===== config.mk =====
export PLATFORM = sky130hd
export DESIGN_NAME = code_entry_ctrl
export DESIGN_NICKNAME = d
export VERILOG_FILES = /design/src/rtl/code_entry_ctrl.sv
export SDC_FILE = /design/constraint.sdc
export NUM_CORES = 1
export LEC_CHECK = 0
export ABC_AREA = 1
export CORE_UTILIZATION = 25
export CTS_CLUSTER_DIAMETER = 50
export DETAILED_ROUTE_END_ITERATION = 10
export PLACE_DENSITY = 0.39
export RECOVER_POWER = 50
export SLEW_MARGIN = 5
export SYNTH_ARGS = -nofsm -noshare
export SYNTH_HDL_FRONTEND = slang
export SYNTH_SLANG_ARGS = --single-unit

===== constraint.sdc =====
create_clock -name clk -period 4.9 [get_ports clk]
set_clock_uncertainty 0.05 [all_clocks]
set_input_delay 0.98 -clock clk [delete_from_list [all_inputs] [get_ports clk]]
set_output_delay 0.98 -clock clk [all_outputs]
set_load 0.05 [all_outputs]

===== src/rtl/code_entry_ctrl.sv =====
// rtl/code_entry_ctrl.sv - code entry, arm/disarm countdown and lockout controller
//
// Ports:
//   clk, rst_n                     clock, asynchronous active-low reset
//   key_inc/next/ok/clr            single-cycle debounced key pulses
//   code[15:0]                     preset code, 4 BCD digits, [15:12] = position 0
//   digits[15:0], cur_pos[1:0]     current entry and edited position
//   armed, locked, detonate        state flags
//   countdown[7:0], err_cnt[1:0]   seconds remaining, consecutive wrong entries
//   ok_pulse, err_pulse            one-cycle result pulses after key_ok
module code_entry_ctrl #(
   parameter int TICK_CYCLES = 50_000_000,
   parameter int COUNT_INIT  = 10,
   parameter int MAX_ERR     = 3,
   parameter int LOCK_SEC    = 5
) (
   input  logic        clk,
   input  logic        rst_n,
   input  logic        key_inc,
   input  logic        key_next,
   input  logic        key_ok,
   input  logic        key_clr,
   input  logic [15:0] code,
   output logic [15:0] digits,
   output logic [1:0]  cur_pos,
   output logic        armed,
   output logic        locked,
   output logic        detonate,
   output logic [7:0]  countdown,
   output logic [1:0]  err_cnt,
   output logic        ok_pulse,
   output logic        err_pulse
);

   typedef enum logic [1:0] {S_ENTRY, S_ARMED, S_LOCKED, S_BOOM} state_t;

   localparam int              CW        = (TICK_CYCLES > 1) ? $clog2(TICK_CYCLES) : 1;
   localparam logic [CW-1:0]   TICK_LAST = CW'(TICK_CYCLES - 1);
   localparam logic [CW-1:0]   CNT_ONE   = CW'(1);
   localparam logic [7:0]      CD_INIT   = 8'(COUNT_INIT);
   localparam logic [7:0]      LOCK_INIT = 8'(LOCK_SEC);
   localparam logic [2:0]      ERR_LIM   = 3'(MAX_ERR);

   state_t        state, state_nxt;
   logic [15:0]   digits_nxt, digits_inc;
   logic [1:0]    pos_nxt;
   logic [7:0]    cd_nxt;
   logic [1:0]    err_nxt;
   logic [CW-1:0] tick_cnt, tcnt_nxt;
   logic          okp_nxt, errp_nxt;
   logic          timed, tick, match;
   logic          act_clr, act_ok, act_next, act_inc;

   // Priority clr > ok > next > inc: exactly one key action per cycle.
   assign act_clr  = key_clr;
   assign act_ok   = key_ok  & ~key_clr;
   assign act_next = key_next & ~key_ok & ~key_clr;
   assign act_inc  = key_inc & ~key_next & ~key_ok & ~key_clr;

   assign match = (digits == code);
   assign timed = (state == S_ARMED) || (state == S_LOCKED);
   assign tick  = timed && (tick_cnt == TICK_LAST);

   // State register (also holds the datapath registers)
   always_ff @(posedge clk or negedge rst_n) begin
      if (!rst_n) begin
         state     <= S_ENTRY;
         digits    <= '0;
         cur_pos   <= '0;
         countdown <= '0;
         err_cnt   <= '0;
         tick_cnt  <= '0;
         ok_pulse  <= 1'b0;
         err_pulse <= 1'b0;
      end else begin
         state     <= state_nxt;
         digits    <= digits_nxt;
         cur_pos   <= pos_nxt;
         countdown <= cd_nxt;
         err_cnt   <= err_nxt;
         tick_cnt  <= tcnt_nxt;
         ok_pulse  <= okp_nxt;
         err_pulse <= errp_nxt;
      end
   end

   // Next-state and datapath logic
   always_comb begin
      state_nxt  = state;
      digits_nxt = digits;
      pos_nxt    = cur_pos;
      cd_nxt     = countdown;
      err_nxt    = err_cnt;
      okp_nxt    = 1'b0;
      errp_nxt   = 1'b0;
      tcnt_nxt   = timed ? (tick ? '0 : tick_cnt + CNT_ONE) : '0;

      // BCD increment of the digit under cur_pos, 9 wraps to 0
      digits_inc = digits;
      for (int i = 0; i < 4; i++) begin
         if (cur_pos == 2'(i)) begin
            digits_inc[(3-i)*4 +: 4] = (digits[(3-i)*4 +: 4] == 4'd9) ? 4'd0
                                     : digits[(3-i)*4 +: 4] + 4'd1;
         end
      end

      case (state)
         S_ENTRY, S_ARMED: begin
            if (act_clr || act_ok) begin
               digits_nxt = '0;
               pos_nxt    = '0;
            end else if (act_next) begin
               pos_nxt = cur_pos + 2'd1;
            end else if (act_inc) begin
               digits_nxt = digits_inc;
            end

            if (state == S_ENTRY) begin
               if (act_ok && match) begin
                  state_nxt = S_ARMED;
                  cd_nxt    = CD_INIT;
                  err_nxt   = '0;
                  okp_nxt   = 1'b1;
               end else if (act_ok) begin
                  errp_nxt = 1'b1;
                  if ({1'b0, err_cnt} + 3'd1 == ERR_LIM) begin
                     state_nxt = S_LOCKED;
                     cd_nxt    = LOCK_INIT;
                     err_nxt   = ERR_LIM[1:0];
                  end else begin
                     err_nxt = err_cnt + 2'd1;
                  end
               end
            end else begin
               // A correct disarm beats the final tick.
               if (act_ok && match) begin
                  state_nxt = S_ENTRY;
                  cd_nxt    = '0;
                  okp_nxt   = 1'b1;
               end else begin
                  errp_nxt = act_ok;
                  if (tick) begin
                     if (countdown == 8'd1) begin
                        state_nxt = S_BOOM;
                        cd_nxt    = '0;
                     end else begin
                        cd_nxt = countdown - 8'd1;
                     end
                  end
               end
            end
         end
         S_LOCKED: begin
            digits_nxt = '0;
            pos_nxt    = '0;
            if (tick) begin
               if (countdown == 8'd1) begin
                  state_nxt = S_ENTRY;
                  cd_nxt    = '0;
                  err_nxt   = '0;
               end else begin
                  cd_nxt = countdown - 8'd1;
               end
            end
         end
         default: ;
      endcase

      // Each timed period starts from a fresh tick count.
      if (state_nxt != state) tcnt_nxt = '0;
   end

   // Output decode from the registered state
   always_comb begin
      armed    = 1'b0;
      locked   = 1'b0;
      detonate = 1'b0;
      case (state)
         S_ARMED:  armed    = 1'b1;
         S_LOCKED: locked   = 1'b1;
         S_BOOM:   detonate = 1'b1;
         default:  ;
      endcase
   end

endmodule


* Yosys cells after proc, flatten, opt, wreduce, memory -nomap -nowiden
Index checks and enable logic that the tools add are counted.
W data, S select, Z words.
** Storage, ports and cells
- Bits of input ports :: 22
- Flip-flop bits (word level) :: 58
- Logic and storage cells :: 125
- Output and inout bits :: 33
** Cells by class
- Muxes and demuxes :: 53
- Bitwise gates (word level) :: 9
- $add $sub $neg :: 9
- Reduce and logical (&&, ||, !) cells :: 15
- Eq/ne operators :: 28
** Operator list (number)
- $mux W26 :: 3
- $mux W8 :: 7
- $mux W16 :: 3
- $mux W2 :: 17
- $mux W4 :: 8
- $pmux W16 S2 :: 1
- $add A26 B1 Y26 const B :: 1
- $eq A26 B26 Y1 const B :: 1
- $ne A3 B3 Y1 const B :: 8
- $add A4 B1 Y4 const B :: 4
- $eq A16 B16 Y1 :: 1
- $eq A4 B4 Y1 const B :: 4
- $pmux W8 S2 :: 1
- $reduce_and A4 Y1 :: 4
- $pmux W2 S2 :: 3
- $mux W1 :: 10
- $eq A2 B2 Y1 const B :: 4
- $eq A8 B1 Y1 const B :: 1
- $ne A4 B4 Y1 const B :: 2
- $sub A8 B1 Y8 const B :: 1
- $and A1 B1 Y1 :: 6
- $reduce_and A5 Y1 :: 1
- $add A2 B1 Y2 const B :: 2
- $eq A2 B1 Y1 const B :: 2
- other kinds (13) :: 19

* Depth between registers and ports, before layout
- Word-level depth :: 9
- Gate-level depth with buffers :: 15

* Least setup slack after synthesis
OpenSTA, ideal clock, no wires.
- Kind :: input -> register
- From :: input port code[1]
- To :: register tick_cnt[10]
- Required time :: 4722 ps
- Data arrival time :: 2225 ps
- Path slack :: 2497 ps
- Setup time :: 128 ps
- Cell stages on the path :: 14
- Cells stage by stage :: inv_1 -> nand2_1 -> nand2_1 -> nor2_1 -> nand2_1 -> nor2_2 -> nand3_4 -> nand3_1 -> nand2_1 -> inv_1 -> nand3_1 -> nand3_4 -> buf_12 -> nor2_4
** On the way
- Word-level cells in the longest chain between the ends :: 7
** RTL lines
- from (decl) :: RTL line 23 : input logic [15:0] code,
- $eq A16 B16 Y1 (*) :: RTL line 60 : assign match = (digits == code);
- $logic_and A1 B1 Y1 (*) :: RTL line 119, 136
- $mux W2, on equally long branches :: RTL line 136, 119
- $mux W2 (*) :: RTL line 118 : if (state == S_ENTRY) begin
- $pmux W2 S2 (*) :: RTL line 107 : case (state)
- $ne A2 B2 Y1 (*) :: RTL line 170 : if (state_nxt != state) tcnt_nxt = '0;
- $mux W26 (*) :: RTL line 170
- net tcnt_nxt[10] :: RTL line 49 : logic [CW-1:0] tick_cnt, tcnt_nxt;
- to (signal assigned) :: RTL line 81 : tick_cnt <= tcnt_nxt;
- to (decl) :: RTL line 49
The timed path passes the listed nets; every way through them passes the cells marked *.
A chain may end at the register's enable or synchronous reset.

* Worst setup path after layout
- From :: input port code[15]
- To :: register tick_cnt[25]
The elaborated chain is that of the path after synthesis.

==> results.md <==
- Status: finished clean
- EDFF count, synth: 0
- # H-tree levels: 3
- Gr ovfl total: 0
- Clk_lat worst skew: 0.34 ns
- Sequential share of power: 42.5%
- Hpwl dp: 8490 microns
- # IOs: 55
- Hold-fix buffers, CTS: 0
- Routability Congestion: 0.805
- Synth Area in XOR/XNOR: 0.842%
- Max Freq: 284 MHz
- Seq/Total Area, Yosys: 34.9%
- WL/cell: 13.0 microns
- Setup bufs post-CTS: 0
- Total GRT Usage: 14.5%
- Synth top area cells: dfrtp_1 (35%), nand2_1 (12%), inv_1 (7.0%)
- Vias in the first global route: 3720
- Synth Area in Compound Gates: 9.98%
- Clock network fraction of total power: 53.5%
- Sw Pwr: 246 uW
- Largest stage delay on the critical path: 0.58 ns
- DIE HEIGHT: 131 microns
- Clock tree from TritonCTS: built
- Initial antenna violation count: 0
- RSZ-0062 raised after global routing: no
- Pint: 881 uW
- Final Util: 32.4%
- Initial Util: 25.9%
- Port Buffer Count: 54
- Mux share of post-synthesis cell area: 0%
- Critical path data required time: 5.09 ns
- FILL cells: 1723
- CP Max Fanout: 26
- Total CTS buffers: 9
- Post-Syn Instances: 573
- Worst-path clk slew: 0.05 ns
- Mapped Area: 4160 sq um
- Asr flop ratio synth: 100%
- Slew headroom: 5.90%
- Clock sink count: 58
- Final hold viol count: 0
- Cell mode on critical path: nand2_1
- Most used DFF post-synth: dfrtp_1
- Ys Warns: 0
- Max-cap violations: 0
- Clock Path Buffers: 2
- CP delay by family, top: simple AND/OR/NAND/NOR gates
- Worst Setup End Kind: flop
- Synthesized area per cell: 7.26 sq um
- Lkg Pwr: 2.49 nW
- Area share of fa/ha/maj cells after synthesis: 6.01%
- Yosys top cell area share: 34.9%
- Worst path cell trace: dlygate4sd3_1 > inv_1 > nand2_1 > nand2_1 > nor2_1 > nand2_1 > nor2_1 > nand3_1 > nand3_1 > nand2_1 > inv_1 > nand2_2 > nand3_2 > nand3_4 > nor2_1
- Worst EP arrival: 3.71 ns
- Initial DRC count: 163
- Post-CTS resize count: 0
- Net count, final: 678
- Logic pwr share: 4.0%
- Max-slew violations: 0
- CTS root buf: clkbuf_16
- Worst-margin pin slew: 1.41 ns
- Tightest Hold Check Type: reg2reg
- Period utilisation layout: 71.9%
- Synth Net Count: 615
- Largest net degree at the start of global routing: 37
- Pre-CTS setup slack: 1.32 ns
- Final setup fails: 0
- Pre-Repair DR Iteration Count: 4
- Worst VDD drop: 0.145 mV
- Post-route DRC violation count: 0
- Synth Register Bits: 58
- Ratio of cells with drive above 1 in the final layout: 12.5%
- Total negative slack: 0 ns
- Post-synth cell types: 37
- # diodes: 0
- Sw Ratio: 21.8%
- Post-Synth Simple-Gate Area: 38.8%
- Commonest non-fill, non-tap cell in the layout: nand2_1
- Vias: 3712
- Critical Path Source Type: input port
- DR vias/cell: 4.33
- Yosys top cell by area: dfrtp_1
- Core ar.: 16100 sq um
- PwrDens: 217 nW/um^2
- Die footprint: 17200 sq um
- Main combinational cell family by area after synthesis: simple AND/OR/NAND/NOR gates
- Setup slack after layout: 1.38 ns
- First-pass GRT wire length: 18900 microns
- CP Class: in2reg
- Antenna viol nets, final: 0
- WP buf/inv: 3
- P&R area growth vs syn: 25.0%
- # rows: 46
- Final Power: 1.13 mW
- Final worst path period need: 3.52 ns
- Final wirelength: 11100 microns
- Leading cell types in the layout, fill and taps excluded: nand2_1 (135), inv_1 (78), nor2_1 (65), dfrtp_1 (58), clkdlybuf4s50_1 (44)
- X dimension of the die: 131 microns
- Slowest CP cell: dlygate4sd3_1
==> cells by family after synthesis <==
logic type,count (synthesis)
AOI/OAI and AO/OA,74
xor gates and xnor gates,4
adders and majority gates,20
buffers and inverters,97
DFF,58
and+or+nand+nor,320
==> per-stage QoR <==
stage,instance area [sq um],cells,hold WS [ns]
2_1_floorplan,4160,573,0.462
3_3_place_gp,4930,841,0.453
3_5_place_dp,4930,841,0.456
4_1_cts,5220,857,0.476
5_1_grt,5200,857,0.492
6_report,5200,857,0.470
==> per-layer routing <==
| metal | GRT usage [%] | vias up | routed length, microns |
|---|---|---|---|
| met5 | 0 | - | 0 |
| met1 | 19.2 | 1690 | 5550 |
| met2 | 22.9 | 46 | 5100 |
| li1 | - | 1967 | - |
| met3 | 4.40 | 9 | 368 |
| met4 | 3.72 | 0 | 110 |
==> flip-flops by register name, summed over array words and instances, names as in the netlist <==
signal and cells:
countdown 8, cur_pos 2, digits 16, err_cnt 2
err_pulse 1, ok_pulse 1, state 2, tick_cnt 26
==> layout make-up <==
type	instances	area (sq um)	share of cell area, %
Sequential cell	58	1450	27.9
Inverter	93	349	6.71
Clock inverter	2	10.0	0.192
Clock buffer	14	274	5.27
Multi-Input combinational cell	418	2300	44.2
Tap cell	216	270	5.19
Timing Repair Buffer	56	549	10.6
==> worst min-delay path: stages, from the launching register on <==
cell and delay, ns:
dfrtp_1 0.37, nand2_1 0.06, o31ai_1 0.05
==> power groups by stage <==
| stage | Clock, mW | Sequential (mW) | Combinational (mW) |
|---|---|---|---|
| final | 0.603 | 0.480 | 0.0452 |
| after global routing | 0.651 | 0.479 | 0.0524 |
| after CTS | 0.626 | 0.479 | 0.0478 |
| after detailed placement | 0 | 0.488 | 0.0476 |
| after global placement | 0 | 0.488 | 0.0473 |
| after floorplan | 0 | 0.488 | 0.0132 |
==> worst paths after layout <==
kind                                               end  cells after the start  slack (ns)                   start
worst max register to register  tick_cnt[25]$_DFF_PN0_                     14        1.76      state[0]$_DFF_PN0_
min in group asynchronous       digits[11]$_DFFE_PN0P_                      1        0.91                   rst_n
worst min register to register  err_cnt[0]$_DFFE_PN0P_                      2        0.47  err_cnt[0]$_DFFE_PN0P_
max in group asynchronous       tick_cnt[14]$_DFF_PN0_                      2        2.69                   rst_n
worst min-delay path            err_cnt[0]$_DFFE_PN0P_                      2        0.47  err_cnt[0]$_DFFE_PN0P_
worst max-delay path            tick_cnt[25]$_DFF_PN0_                     15        1.38                code[15]
==> Yosys cell counts, types with 8 or more instances <==
cell type and number:
nor2_4 23, nand3_1 41, a21oi_1 17, nand2_1 135, nor3_1 10, o21ai_0 33, inv_1 78, dfrtp_1 58
ha_1 20, inv_2 13, nand2_2 8, nor2_1 64, nand4_1 8
(Power assumes the default switching activity.)
